### config.mk
export PLATFORM = sky130hd
export DESIGN_NAME = uart_fifo
export DESIGN_NICKNAME = d
export VERILOG_FILES = /design/src/rtl/uart_fifo.sv
export SDC_FILE = /design/constraint.sdc
export NUM_CORES = 1
export LEC_CHECK = 0
export ABC_AREA = 1
export BUFFER_PORTS_ARGS = -buffer_cell sky130_fd_sc_hd__buf_4
export CORE_ASPECT_RATIO = 2
export CORE_MARGIN = 2
export CORE_UTILIZATION = 35
export CTS_BUF_LIST = sky130_fd_sc_hd__clkbuf_8
export DETAILED_ROUTE_END_ITERATION = 7
export PLACE_DENSITY_LB_ADDON = 0.12
export SYNTH_ARGS = -nofsm -noshare
export SYNTH_HDL_FRONTEND = slang
export SYNTH_SLANG_ARGS = --single-unit
export TNS_END_PERCENT = 5
### constraint.sdc
create_clock -name clock -period 7.4 [get_ports clock]
set_clock_uncertainty 0.05 [all_clocks]
set_input_delay 0.74 -clock clock [delete_from_list [all_inputs] [get_ports clock]]
set_output_delay 0.74 -clock clock [all_outputs]
set_load 0.02 [all_outputs]
### src/rtl/uart_fifo.sv
// Full-duplex UART with show-ahead TX/RX FIFOs, configurable frame format,
// and framing/parity/overflow detection on the receive side.
module uart_fifo #(
   parameter int CLKS_PER_BIT = 868,
   parameter int DATA_BITS    = 8,
   parameter int PARITY       = 0,
   parameter int STOP_BITS    = 1,
   parameter int FIFO_DEPTH   = 16
) (
   input  logic                          clock,
   input  logic                          reset,
   input  logic                          UART_RX,
   output logic                          UART_TX,
   input  logic                          tx_valid,
   input  logic [DATA_BITS-1:0]          tx_data,
   output logic                          tx_ready,
   output logic                          tx_idle,
   output logic                          rx_valid,
   output logic [DATA_BITS-1:0]          rx_data,
   output logic                          rx_frame_error,
   output logic                          rx_parity_error,
   input  logic                          rx_ready,
   output logic                          rx_overflow,
   input  logic                          clear_errors,
   output logic [$clog2(FIFO_DEPTH):0]   tx_level,
   output logic [$clog2(FIFO_DEPTH):0]   rx_level
);

   localparam int AW = $clog2(FIFO_DEPTH);
   localparam int LW = AW + 1;
   localparam int CW = $clog2(2 * CLKS_PER_BIT);
   localparam int RW = DATA_BITS + 2;
   localparam logic [CW-1:0] BIT_LAST  = CW'(CLKS_PER_BIT - 1);
   localparam logic [CW-1:0] STOP_LAST = CW'(STOP_BITS * CLKS_PER_BIT - 1);
   localparam logic [CW-1:0] HALF_BIT  = CW'(CLKS_PER_BIT / 2);
   localparam logic [3:0]    DBIT_LAST = 4'(DATA_BITS - 1);
   localparam logic [LW-1:0] DEPTH_L   = LW'(FIFO_DEPTH);
   localparam logic          PAR_ODD   = (PARITY == 1);

   typedef enum logic [2:0] {S_IDLE, S_START, S_DATA, S_PARITY, S_STOP} state_t;

   // Parity bit that makes the frame satisfy the configured odd/even rule.
   function automatic logic parity_of(input logic [DATA_BITS-1:0] d);
      return (^d) ^ PAR_ODD;
   endfunction

   // ---------------- TX FIFO ----------------
   logic [DATA_BITS-1:0] txf_mem_q [FIFO_DEPTH];
   logic [AW-1:0]        txf_wr_q, txf_rd_q;
   logic [LW-1:0]        txf_cnt_q;
   logic                 tx_push, tx_pop;

   assign tx_ready = (txf_cnt_q != DEPTH_L);
   assign tx_push  = tx_valid && tx_ready;
   assign tx_level = txf_cnt_q;

   always_ff @(posedge clock) begin
      if (tx_push) txf_mem_q[txf_wr_q] <= tx_data;
   end

   always_ff @(posedge clock) begin
      if (reset) begin
         txf_wr_q  <= '0;
         txf_rd_q  <= '0;
         txf_cnt_q <= '0;
      end else begin
         if (tx_push) txf_wr_q <= txf_wr_q + AW'(1);
         if (tx_pop)  txf_rd_q <= txf_rd_q + AW'(1);
         case ({tx_push, tx_pop})
            2'b10:   txf_cnt_q <= txf_cnt_q + LW'(1);
            2'b01:   txf_cnt_q <= txf_cnt_q - LW'(1);
            default: txf_cnt_q <= txf_cnt_q;
         endcase
      end
   end

   // ---------------- TX FSM ----------------
   state_t               tx_state_q, tx_state_d;
   logic [CW-1:0]        tx_cnt_q, tx_cnt_d;
   logic [3:0]           tx_bit_q, tx_bit_d;
   logic [DATA_BITS-1:0] tx_shift_q, tx_shift_d;
   logic                 tx_par_q, tx_par_d;
   logic                 tx_line_q, tx_line_d;
   logic                 tx_busy_q;
   logic                 tx_start_next;

   always_comb begin
      tx_state_d    = tx_state_q;
      tx_cnt_d      = tx_cnt_q + CW'(1);
      tx_bit_d      = tx_bit_q;
      tx_shift_d    = tx_shift_q;
      tx_par_d      = tx_par_q;
      tx_start_next = 1'b0;
      tx_pop        = 1'b0;
      tx_line_d     = 1'b1;
      case (tx_state_q)
         S_IDLE: begin
            tx_cnt_d      = '0;
            tx_start_next = (txf_cnt_q != '0);
         end
         S_START: begin
            tx_line_d = 1'b0;
            if (tx_cnt_q == BIT_LAST) begin
               tx_cnt_d   = '0;
               tx_bit_d   = '0;
               tx_state_d = S_DATA;
            end
         end
         S_DATA: begin
            tx_line_d = tx_shift_q[0];
            if (tx_cnt_q == BIT_LAST) begin
               tx_cnt_d   = '0;
               tx_shift_d = {1'b0, tx_shift_q[DATA_BITS-1:1]};
               tx_bit_d   = tx_bit_q + 4'd1;
               if (tx_bit_q == DBIT_LAST)
                  tx_state_d = (PARITY != 0) ? S_PARITY : S_STOP;
            end
         end
         S_PARITY: begin
            tx_line_d = tx_par_q;
            if (tx_cnt_q == BIT_LAST) begin
               tx_cnt_d   = '0;
               tx_state_d = S_STOP;
            end
         end
         S_STOP: begin
            if (tx_cnt_q == STOP_LAST) begin
               tx_cnt_d      = '0;
               tx_state_d    = S_IDLE;
               tx_start_next = (txf_cnt_q != '0);
            end
         end
         default: tx_state_d = S_IDLE;
      endcase
      // Back-to-back frames reload straight from STOP without an idle bit.
      if (tx_start_next) begin
         tx_pop     = 1'b1;
         tx_shift_d = txf_mem_q[txf_rd_q];
         tx_par_d   = parity_of(txf_mem_q[txf_rd_q]);
         tx_cnt_d   = '0;
         tx_state_d = S_START;
      end
   end

   always_ff @(posedge clock) begin
      if (reset) begin
         tx_state_q <= S_IDLE;
         tx_cnt_q   <= '0;
         tx_bit_q   <= '0;
         tx_line_q  <= 1'b1;
         tx_busy_q  <= 1'b0;
      end else begin
         tx_state_q <= tx_state_d;
         tx_cnt_q   <= tx_cnt_d;
         tx_bit_q   <= tx_bit_d;
         tx_line_q  <= tx_line_d;
         tx_busy_q  <= (tx_state_q != S_IDLE);
      end
   end

   always_ff @(posedge clock) begin
      tx_shift_q <= tx_shift_d;
      tx_par_q   <= tx_par_d;
   end

   // The line register lags the state by a cycle, so idle waits for it too.
   assign UART_TX = tx_line_q;
   assign tx_idle = (tx_state_q == S_IDLE) && (txf_cnt_q == '0) && !tx_busy_q;

   // ---------------- RX synchroniser and FSM ----------------
   logic                 rx_meta_q, rx_sync_q, rx_prev_q;
   state_t               rx_state_q, rx_state_d;
   logic [CW-1:0]        rx_cnt_q, rx_cnt_d;
   logic [3:0]           rx_bit_q, rx_bit_d;
   logic [DATA_BITS-1:0] rx_shift_q, rx_shift_d;
   logic                 rx_pbit_q, rx_pbit_d;
   logic                 rx_push_q, rx_push_d;
   logic [RW-1:0]        rx_word_q, rx_word_d;
   logic                 rx_perr;

   assign rx_perr = (PARITY != 0) && (parity_of(rx_shift_q) != rx_pbit_q);

   always_comb begin
      rx_state_d = rx_state_q;
      rx_cnt_d   = rx_cnt_q + CW'(1);
      rx_bit_d   = rx_bit_q;
      rx_shift_d = rx_shift_q;
      rx_pbit_d  = rx_pbit_q;
      rx_push_d  = 1'b0;
      rx_word_d  = rx_word_q;
      case (rx_state_q)
         S_IDLE: begin
            rx_cnt_d = CW'(1);
            if (rx_prev_q && !rx_sync_q) rx_state_d = S_START;
         end
         S_START: begin
            if (rx_cnt_q == HALF_BIT) begin
               rx_cnt_d   = '0;
               rx_bit_d   = '0;
               rx_state_d = rx_sync_q ? S_IDLE : S_DATA;
            end
         end
         S_DATA: begin
            if (rx_cnt_q == BIT_LAST) begin
               rx_cnt_d   = '0;
               rx_shift_d = {rx_sync_q, rx_shift_q[DATA_BITS-1:1]};
               rx_bit_d   = rx_bit_q + 4'd1;
               if (rx_bit_q == DBIT_LAST)
                  rx_state_d = (PARITY != 0) ? S_PARITY : S_STOP;
            end
         end
         S_PARITY: begin
            if (rx_cnt_q == BIT_LAST) begin
               rx_cnt_d   = '0;
               rx_pbit_d  = rx_sync_q;
               rx_state_d = S_STOP;
            end
         end
         S_STOP: begin
            if (rx_cnt_q == BIT_LAST) begin
               rx_push_d  = 1'b1;
               rx_word_d  = {rx_perr, ~rx_sync_q, rx_shift_q};
               rx_state_d = S_IDLE;
            end
         end
         default: rx_state_d = S_IDLE;
      endcase
   end

   // Synchroniser resets low so a line held low from reset never looks like a start edge.
   always_ff @(posedge clock) begin
      if (reset) begin
         rx_meta_q  <= 1'b0;
         rx_sync_q  <= 1'b0;
         rx_prev_q  <= 1'b0;
         rx_state_q <= S_IDLE;
         rx_cnt_q   <= '0;
         rx_bit_q   <= '0;
         rx_push_q  <= 1'b0;
      end else begin
         rx_meta_q  <= UART_RX;
         rx_sync_q  <= rx_meta_q;
         rx_prev_q  <= rx_sync_q;
         rx_state_q <= rx_state_d;
         rx_cnt_q   <= rx_cnt_d;
         rx_bit_q   <= rx_bit_d;
         rx_push_q  <= rx_push_d;
      end
   end

   always_ff @(posedge clock) begin
      rx_shift_q <= rx_shift_d;
      rx_pbit_q  <= rx_pbit_d;
      rx_word_q  <= rx_word_d;
   end

   // ---------------- RX FIFO ----------------
   logic [RW-1:0] rxf_mem_q [FIFO_DEPTH];
   logic [AW-1:0] rxf_wr_q, rxf_rd_q;
   logic [LW-1:0] rxf_cnt_q;
   logic          rxf_full, rx_pop, rx_wr, rx_drop;
   logic          rx_ovf_q;
   logic [RW-1:0] rx_head;

   assign rxf_full = (rxf_cnt_q == DEPTH_L);
   assign rx_valid = (rxf_cnt_q != '0);
   assign rx_pop   = rx_valid && rx_ready;
   assign rx_wr    = rx_push_q && (!rxf_full || rx_pop);
   assign rx_drop  = rx_push_q && rxf_full && !rx_pop;

   always_ff @(posedge clock) begin
      if (rx_wr) rxf_mem_q[rxf_wr_q] <= rx_word_q;
   end

   always_ff @(posedge clock) begin
      if (reset) begin
         rxf_wr_q  <= '0;
         rxf_rd_q  <= '0;
         rxf_cnt_q <= '0;
         rx_ovf_q  <= 1'b0;
      end else begin
         if (rx_wr)  rxf_wr_q <= rxf_wr_q + AW'(1);
         if (rx_pop) rxf_rd_q <= rxf_rd_q + AW'(1);
         case ({rx_wr, rx_pop})
            2'b10:   rxf_cnt_q <= rxf_cnt_q + LW'(1);
            2'b01:   rxf_cnt_q <= rxf_cnt_q - LW'(1);
            default: rxf_cnt_q <= rxf_cnt_q;
         endcase
         if (rx_drop)           rx_ovf_q <= 1'b1;
         else if (clear_errors) rx_ovf_q <= 1'b0;
      end
   end

   // Outputs are masked while empty so stale storage never shows.
   assign rx_head         = rxf_mem_q[rxf_rd_q];
   assign rx_data         = rx_valid ? rx_head[DATA_BITS-1:0] : '0;
   assign rx_frame_error  = rx_valid && rx_head[DATA_BITS];
   assign rx_parity_error = rx_valid && rx_head[DATA_BITS+1];
   assign rx_overflow     = rx_ovf_q;
   assign rx_level        = rxf_cnt_q;

endmodule

==> reports/results.ini <==
[routing]
drt-pass1-iter-count = 5
routed-via-count = 10400
detail_route_antenna_nets = 0
drt-total-wl_mm = 40.3
route.detailed.wl_per_inst_um = 19.1
drcViolationCount = 0
initialDrtViolationCount = 632
avg_vias_per_cell = 4.94

[worst_hold_path]
worst_hold_path_type = input port to flip-flop

[critical_path]
critical_path.slowest_cell = sky130_fd_sc_hd__buf_4
setup.worst_path.start_class = flip-flop
path_max_fanout = 73
number_of_buffer_and_inverter_instances_along_the_worst_setup_path = 4
critical-path-top-cell-by-count = sky130_fd_sc_hd__buf_4
arrival_time_at_the_worst_endpoint_ns = 3.24
critical_path_class = flip-flop to output pin
max_stage_delay_ns = 0.53
timing.critical_path.to_type = output pin
crit_chain = buf_4 > clkinv_1 > buf_4 > o21ai_0 > o22ai_1 > nor2_1 > nor2_1 > o21ai_0 > a21oi_1 > buf_4
cp_top_family = buffers and inverters
worstPathRequired_ns = 6.61

[power_and_ir_drop]
pwr_density_cell_nw_per_um2 = 334
p_leak_nw = 6.47
ir_worst_vdd_v = 0.000128

[global_route]
grt_use_met3_pct = 2.95
busiest_layer = met2
global_route_wire_length_before_repair_mm = 61.8
grt_pass1_vias = 10848
globalRoute.totalOverflow = 0
global_route.usage.met1_pct = 15.0
grt_start_max_net_pins = 78
number_of_antenna_violations_at_the_first_check_in_global_routing = 1
globalRouteTotalUtil_pct = 17.4
grtUsageMet2_pct = 35.6

[die]
die_w_um = 154
die_height_um = 303
core_area_sq_um = 44200
fp.dieArea_sq_um = 46700
initial_utilization_pct = 35.5
num_rows = 109
boundaryPins = 39

[sta]
rsz0062_at_grt = false
setup_violations = 0
max_clock_freq_mhz = 248
worst_slew_pin_slew_ns = 1.30
hold_viol_final = 0
minimum_clock_period_after_layout_ns = 4.03
finalMaxSlewViolations = 0
hold_ws_ns = 0.350
layout_worst_path_cycle_share_pct = 54.4
fin_tns_setup_ns = 0
timing.slew.headroom_pct = 12.6

[outcome]
outcome = complete, no violations

[synth]
postSynthRegisterBits = 375
post_synth_num_cell_types = 44
netlist_instances = 1459
ys_seq_area_share_pct = 66.8
synth_area_leader_cell = sky130_fd_sc_hd__edfxtp_1
synthTopCellsByArea = sky130_fd_sc_hd__edfxtp_1 57%, sky130_fd_sc_hd__dfxtp_1 9.8%, sky130_fd_sc_hd__nand2_1 5.8%
mappedNetlistArea_sq_um = 15700
synth_top_area_share_pct = 57.0
synthesis.yosys.warnings = 0
syn_avg_cell_area_sq_um = 10.8
syn-num-nets = 1497

[clock_network]
htreeDepth = 2
clkLatencyLatePin_ns = 0.60
clock-root-buffer = sky130_fd_sc_hd__clkbuf_8
ctsHoldBuffers = 0
post_cts_resize_count = 0
cts_tree = done
cts.sink_count = 375
path_clk_slew_ns = 0.07
cts_made_buffers = 54
post_cts_setup_inserts = 0
cts_max_path_buffers = 3

[finish]
finish.net_count = 1545
finalNonFillerCells = 2106
area_growth_syn_to_layout_pct = 11.9
fraction_of_final_layout_cells_with_drive_strength_greater_than_1_pct = 9.03
filler_cells_inserted = 4359
footprint_of_the_multi_input_gates_sq_um = 4350
sequential_cell_area_sq_um = 10500

[place]
place.detailed.instances = 2006
finalWeightedCongestion = 0.799
dp_hpwl_mm = 28.6
port_buffers = 37

[run]
drv.max_cap_violation_count = 0

state kept, by name, summed over array words and instances (netlist names), 3 cells and up, named ones only:
name	count
txf_mem_q	128
rxf_mem_q	144
tx_cnt_q	11
txf_rd_q	4
rxf_wr_q	4
rx_shift_q	8
rx_bit_q	4
rx_state_q	3
txf_wr_q	4
rx_word_q	9
tx_level	5
rx_cnt_q	11
tx_bit_q	4
rx_level	5
rxf_rd_q	4
tx_state_q	3
tx_shift_q	8
power by group:
group	internal [W]	total [W]	switching [W]	leakage [nW]
Clock	0.000908	0.00171	0.000797	0.585
Sequential	0.00239	0.00249	0.0000952	3.32
Combinational	0.000538	0.00167	0.00113	2.57
Total	0.00384	0.00587	0.00203	6.47
metrics by stage:
stage	utilization, %	setup slack (ns)	power [W]	area, sq um
after floorplan	-	4.65	0.00373	15700
after global placement	37.2	4.04	0.00423	16500
after detailed placement	37.2	4.01	0.00424	16500
after CTS	39.7	3.34	0.00596	17600
after global routing	39.8	3.06	0.00625	17600
final	39.8	3.37	0.00587	17600
layer usage:
| layer | vias to the layer above | wire, um |
|---|---|---|
| li1 | 5125 | - |
| met1 | 4932 | 12800 |
| met2 | 230 | 23100 |
| met3 | 113 | 1440 |
| met4 | 0 | 2880 |
| met5 | - | 0 |
cells in the mapped netlist (all sizes together):
master / instances
a211oi: 5
a21oi: 49
a221oi: 1
a31oi: 3
buf: 26
clkbuf: 33
clkinv: 4
conb: 1
dfxtp: 77
edfxtp: 298
fa: 1
ha: 23
inv: 137
nand2: 242
nand3: 105
nand3b: 1
nand4: 6
nor2: 212
nor3: 15
nor3b: 2
nor4: 2
nor4b: 1
o2111ai: 1
o211ai: 9
o21a: 2
o21ai: 132
o21bai: 1
o221ai: 31
o22ai: 6
o32ai: 1
or2: 7
or3: 2
xnor2: 9
xor2: 14
layout by cell type, fill, tap and decap left out, drive strengths merged, types with 9 or more instances in the layout:
cell type	count
ha	23
a21oi	49
xor2	14
o21ai	132
o221ai	31
xnor2	9
edfxtp	298
buf	51
nand2	242
clkinv	32
o211ai	9
dfxtp	77
nor2	212
inv	144
clkbuf	55
nor3	15
nand3	105
path summary, 6_finish.rpt:
| kind | endpoint | slack (ns) | cells past startpoint | start |
|---|---|---|---|---|
| setup / recovery | rx_data[1] | 3.37 | 10 | flip-flop |
| setup reg to reg | tx_level[4] | 4.19 | 15 | tx_level[3] |
| hold reg to reg | rx_word_q[0] | 0.38 | 0 | rx_shift_q[0] |
| hold / removal | rx_overflow | 0.35 | 4 | clear_errors |
logic make-up after synthesis:
kind of cell / Yosys count / share of synthesized area (%)
XOR/XNOR: 23 / 1.28
adder cells (fa/ha/maj): 24 / 1.96
buffers and inverters: 200 / 5.44
AO/OA/AOI/OAI: 241 / 8.84
flip-flops: 375 / 66.8
AND/OR/NAND/NOR: 595 / 15.6
other: 1 / 0.0239
layout make-up:
type	count	share of cell area (%)
flip-flops and latches	375	59.7
well taps	555	3.95
inverters	141	3.01
clock inverters	44	2.02
multi-input cells	884	24.8
repair buffers	51	2.18
diodes	1	0.0142
clock buffers	55	4.31
worst register-to-register path, stage by stage, from the launching register on:
cell,delay (ns)
sky130_fd_sc_hd__dfxtp_1,0.36
sky130_fd_sc_hd__nor4_1,0.39
sky130_fd_sc_hd__nand2_1,0.18
sky130_fd_sc_hd__o211ai_1,0.13
sky130_fd_sc_hd__buf_4,0.27
sky130_fd_sc_hd__inv_1,0.21
sky130_fd_sc_hd__ha_1,0.30
sky130_fd_sc_hd__xor2_1,0.18
sky130_fd_sc_hd__ha_1,0.18
sky130_fd_sc_hd__or2_2,0.31
sky130_fd_sc_hd__nand2_1,0.06
sky130_fd_sc_hd__nand2_1,0.04
sky130_fd_sc_hd__a21oi_1,0.14
sky130_fd_sc_hd__xor2_1,0.16
sky130_fd_sc_hd__nand2_1,0.06
sky130_fd_sc_hd__a21oi_1,0.11
Note: power is estimated with default switching activity, not from simulation.
